**config.mk**
```make
export PLATFORM = sky130hd
export DESIGN_NAME = alu_issue_ctrl
export DESIGN_NICKNAME = d
export VERILOG_FILES = /design/src/rtl/alu_issue_ctrl.sv
export SDC_FILE = /design/constraint.sdc
export NUM_CORES = 1
export LEC_CHECK = 0
export CORE_AREA = 2 2 79 96
export DETAILED_ROUTE_END_ITERATION = 8
export DIE_AREA = 0 0 81 98
export PLACE_DENSITY = 0.83
export REMOVE_ABC_BUFFERS = 1
export SLEW_MARGIN = 10
export SYNTH_ARGS = -nofsm -noshare
export SYNTH_HDL_FRONTEND = slang
export SYNTH_SLANG_ARGS = --single-unit
export TNS_END_PERCENT = 30
```
**constraint.sdc**
```tcl
create_clock -name clk -period 2.95 [get_ports clk]
set_input_delay 0.7375 -clock clk [delete_from_list [all_inputs] [get_ports clk]]
set_output_delay 0.7375 -clock clk [all_outputs]
set_load 0.02 [all_outputs]
```
**src/rtl/alu_issue_ctrl.sv**
```systemverilog
// Issue sequencer in front of the 8-bit combinational ALU: accepts one instruction,
// reads two operands from a small register file, drives the ALU and writes the result back.
module alu_issue_ctrl #(
  parameter int DW   = 8,
  parameter int NREG = 4,
  parameter int AW   = $clog2(NREG)
) (
  input  logic              clk,
  input  logic              rst,
  // valid/ready: an instruction transfers on a rising edge where instr_valid and
  // instr_ready are both 1; upstream holds instr stable while instr_ready is 0.
  input  logic              instr_valid,
  output logic              instr_ready,
  input  logic [3+3*AW-1:0] instr,
  input  logic              ext_wr_en,
  input  logic [AW-1:0]     ext_wr_addr,
  input  logic [DW-1:0]     ext_wr_data,
  output logic [2:0]        alu_operation,
  output logic [DW-1:0]     alu_a,
  output logic [DW-1:0]     alu_b,
  input  logic [DW-1:0]     alu_result,
  output logic              done,
  output logic [DW-1:0]     result_out,
  output logic              div_zero,
  output logic              err_sticky,
  output logic [1:0]        state_dbg
);

  typedef enum logic [1:0] {
    S_IDLE = 2'd0,
    S_READ = 2'd1,
    S_EXEC = 2'd2,
    S_WB   = 2'd3
  } state_t;

  localparam logic [2:0] OP_DIV = 3'b010;

  state_t            state;
  state_t            state_nx;
  logic [3+3*AW-1:0] instr_q;
  logic [DW-1:0]     regs [NREG];
  logic [DW-1:0]     res_q;
  logic              dz_armed;
  logic              accept;

  logic [2:0]    op_q;
  logic [AW-1:0] dst_q;
  logic [AW-1:0] srca_q;
  logic [AW-1:0] srcb_q;

  assign op_q   = instr_q[3+3*AW-1 -: 3];
  assign dst_q  = instr_q[3*AW-1 -: AW];
  assign srca_q = instr_q[2*AW-1 -: AW];
  assign srcb_q = instr_q[AW-1:0];
  assign accept = instr_valid && instr_ready;

  always_ff @(posedge clk) begin
    if (rst) state <= S_IDLE;
    else     state <= state_nx;
  end

  always_comb begin
    state_nx = state;
    case (state)
      S_IDLE:  if (accept) state_nx = S_READ;
      S_READ:  state_nx = S_EXEC;
      S_EXEC:  state_nx = S_WB;
      S_WB:    state_nx = S_IDLE;
      default: state_nx = S_IDLE;
    endcase
  end

  always_comb begin
    instr_ready = (state == S_IDLE) && !rst;
    state_dbg   = state;
  end

  always_ff @(posedge clk) begin
    if (rst) begin
      for (int i = 0; i < NREG; i++) regs[i] <= '0;
      instr_q       <= '0;
      alu_operation <= '0;
      alu_a         <= '0;
      alu_b         <= '0;
      res_q         <= '0;
      dz_armed      <= 1'b0;
      result_out    <= '0;
      done          <= 1'b0;
      div_zero      <= 1'b0;
      err_sticky    <= 1'b0;
    end else begin
      done     <= 1'b0;
      div_zero <= 1'b0;
      // A writeback to the same register takes priority over the external port.
      if (ext_wr_en && !(state == S_WB && ext_wr_addr == dst_q))
        regs[ext_wr_addr] <= ext_wr_data;
      case (state)
        S_IDLE: if (accept) instr_q <= instr;
        S_READ: begin
          alu_operation <= op_q;
          alu_a         <= regs[srca_q];
          alu_b         <= regs[srcb_q];
        end
        S_EXEC: begin
          if (alu_operation == OP_DIV && alu_b == '0) begin
            res_q    <= '1;
            dz_armed <= 1'b1;
          end else begin
            res_q    <= alu_result;
            dz_armed <= 1'b0;
          end
        end
        S_WB: begin
          regs[dst_q] <= res_q;
          result_out  <= res_q;
          done        <= 1'b1;
          div_zero    <= dz_armed;
          if (dz_armed) err_sticky <= 1'b1;
        end
        default: ;
      endcase
    end
  end

endmodule

```
==> results of run 1 <==
[worst paths after layout]
check | from | end | slack (ns) | cells past startpoint
max | state_dbg[1]$_SDFFE_PP0P_ | instr_ready | 0.25 | 4
min | err_sticky$_SDFFE_PP0P_ | err_sticky$_SDFFE_PP0P_ | 0.48 | 2
max reg2reg | instr_q[5]$_SDFFE_PP0P_ | regs[2][1]$_DFFE_PP_ | 0.62 | 3
min reg2reg | err_sticky$_SDFFE_PP0P_ | err_sticky$_SDFFE_PP0P_ | 0.48 | 2
[per-stage QoR]
stage	cell area, sq um	utilization (%)	hold slack, ns
4_1_cts	4830	68.4	0.491
5_1_grt	4830	68.4	0.531
3_3_place_gp	4610	65.3	0.455
6_report	4830	68.4	0.484
3_5_place_dp	4610	65.3	0.469
2_1_floorplan	3790	-	0.453
[cell usage in the layout, fill, tap and decap left out, types with 4 or more instances in the layout]
| cell | Yosys | layout |
|---|---|---|
| o31ai_1 | 5 | 5 |
| mux2i_1 | 36 | 36 |
| nor2b_1 | 11 | 11 |
| mux4_2 | 16 | 16 |
| clkbuf_8 | 0 | 10 |
| nand2b_1 | 4 | 4 |
| inv_1 | 11 | 11 |
| nor2_1 | 34 | 34 |
| ha_1 | 4 | 4 |
| clkdlybuf4s50_1 | 0 | 62 |
| nand2_1 | 9 | 9 |
| a22o_1 | 22 | 22 |
| edfxtp_1 | 32 | 32 |
| a21oi_1 | 10 | 10 |
| buf_4 | 4 | 11 |
| dfxtp_1 | 50 | 50 |
| mux2_2 | 7 | 7 |
[worst reg2reg max path, stage by stage, from the launching register on]
cell,delay [ns]
dfxtp_1,0.60
nor2b_1,0.42
nor3b_4,0.47
a311o_1,0.48
[area by class of cell]
type	count	share of cell area (%)
sequential	82	40.6
multi-input combinational	195	37.0
timing repair buffer	74	14.7
clock buffer	11	2.93
tap	90	2.33
clock inverter	5	1.61
inverter	11	0.854
[state kept, by name, indices dropped and copies added, names as in the netlist]
register,cells
res_q,8
instr_q,9
done,1
regs,32
dz_armed,1
state_dbg,2
err_sticky,1
alu_a,8
alu_operation,3
alu_b,8
result_out,8
div_zero,1
[cell families (layout without fill, tap and decap cells)]
kind of cell | count (synthesis) | count (layout)
adder cells (fa/ha/maj) | 4 | 4
buffers and inverters | 33 | 101
flip-flops | 82 | 82
AND/OR/NAND/NOR | 76 | 76
AO/OA/AOI/OAI | 51 | 51
multiplexers | 61 | 61
XOR/XNOR | 3 | 3
[layer usage]
layer / GRT usage (%) / vias up / part of all wire, %
li1: - / 1285 / -
met1: 28.6 / 1302 / 42
met2: 40.1 / 67 / 52
met3: 3.51 / 15 / 3.7
met4: 11.6 / 0 / 2.9
met5: 0 / - / 0
[power by group]
group	switching [mW]	internal, mW	leakage (nW)
registers	0.187	1.33	0.743
logic	0.464	0.518	0.908
clock network	0.391	0.498	0.109
total	1.04	2.35	1.76
==> reports/metrics.cfg, run 1 <==
[drt]
first_pass_iters=4
drtIter0Drc=143
drt-total-wl_um=8520
wl_per_cell_um=18.2
ant_nets=0
vias_per_cell=5.70
drc=0
vias=2669

[floorplanning]
fp.coreArea_sq_um=7060
row_count=34
die_width_um=81
ioPinCount=64
die_area_sq_um=7940
die_h_um=98
start_util_pct=55.4

[timing]
fin_crit_ns=2.70
min_period_over_period_pct=91.6
maxSlewHeadroom_pct=39.4
setup_slack_ns=0.248
tns_ns=0
hold_viol=0
finalSetupViolations=0
fmax_ghz=0.370
rsz0062_at_grt=false
final-max-slew-violation-count=0
tightest_slew_ns=0.910
skew_ns=0.00913

[global_route]
grt_overflow_total=0
first_global_vias=2780
grt_max_degree=33
grt_pass1_wl_um=14100
antenna_found_initial=0
groute.usage.overall_pct=23.5

[final_layout]
stdcell_count=468
nets=408
multi_input_area_sq_um=1790
fillers=559
drive_above_1_share_pct=16.4
areaGrowthSynthToFinish_pct=23.4
regArea_sq_um=1960
n_antenna_cell=0

[critical_path]
cp_num_buf_inv=2
crit_required_ns=2.21
cp_top_family=buffers and inverters
crit_fanout=5
critPathCaptureType=output pin
cpPeakStageDelay_ns=0.65
start_kind=flip-flop
path_cells=inv_1 > ha_1 > nor2b_1 > clkdlybuf4s50_1
crit_slowest_cell=clkdlybuf4s50_1
cp.arrival_ns=1.96
criticalPathCategory=flip-flop to output pin

[cts]
clkTransAtPathRegs_ns=0.08
cts-htree-levels=3
cts_max_path_buffers=2
cts_hold_buf=0
cts_buffers=9
cts_sinks=82
post-cts-setup-buffers=0
clkLatencyLatePin_ns=0.34
cts_tree=built
cts_resized=0
clock-root-buffer=clkbuf_8

[placed_design]
dp_slack_ns=0.397
routabilityCongestion=0.828
portBuffers=63
detailed_place_hpwl_um=6490
placed_cells=452

[synthesis]
async_flop_share_pct=0
synth.area.top_cells=dfxtp_1 (26%), edfxtp_1 (25%), mux2i_1 (9.2%)
synth_common_cells=dfxtp_1 (50), mux2i_1 (36), nor2_1 (34)
ys_seq_elements=82
yosysSeqAreaShare_pct=50.1
synth_largest_area_cell=dfxtp_1
syn_area_per_cell_sq_um=12.6
synthSimpleGateAreaFrac_pct=11.2
synth_top_area_share_pct=25.6
synth_ff_type=dfxtp_1
synthDistinctLibCells=47
synthMuxAreaShare_pct=21.0
postSynthCellCount=310
syn-cell-area_sq_um=3920
synth_top_family_by_area=multiplexers
yosysMostFrequentCell=dfxtp_1
synth_xor_area_share_pct=0.863
yosysWarnings=0
synth-compound-area-share_pct=11.4
synth_fa_ha_area_share_pct=1.28
synth-edff-count=32

[run_status]
status=finished, final reports clean

[min_path]
min_path_type=flip-flop to flip-flop

[power_and_ir_drop]
power_density_nw_per_um2=701
p_leak_nw=1.76
power_mw=3.39
peakVddDrop_mv=0.479

[flow_run]
cap_violations=0

Power figures use the tool's default switching activity.
==> run 2: changes to the inputs <==
--- a/config.mk
+++ b/config.mk
@@ -10,6 +10,7 @@
 export DIE_AREA = 0 0 81 98
 export PLACE_DENSITY = 0.83
 export REMOVE_ABC_BUFFERS = 1
+export SETUP_SLACK_MARGIN = 0.05
 export SLEW_MARGIN = 10
 export SYNTH_ARGS = -nofsm -noshare
 export SYNTH_HDL_FRONTEND = slang
==> results of run 2 <==
The final DEF is identical to that of run 1; final timing and power are the same.
==> run 3: changes to the inputs <==
--- a/config.mk
+++ b/config.mk
@@ -5,6 +5,7 @@
 export SDC_FILE = /design/constraint.sdc
 export NUM_CORES = 1
 export LEC_CHECK = 0
+export CAP_MARGIN = 20
 export CORE_AREA = 2 2 79 96
 export DETAILED_ROUTE_END_ITERATION = 8
 export DIE_AREA = 0 0 81 98
==> results of run 3 <==
The final DEF is identical to that of run 1; final timing and power are the same.
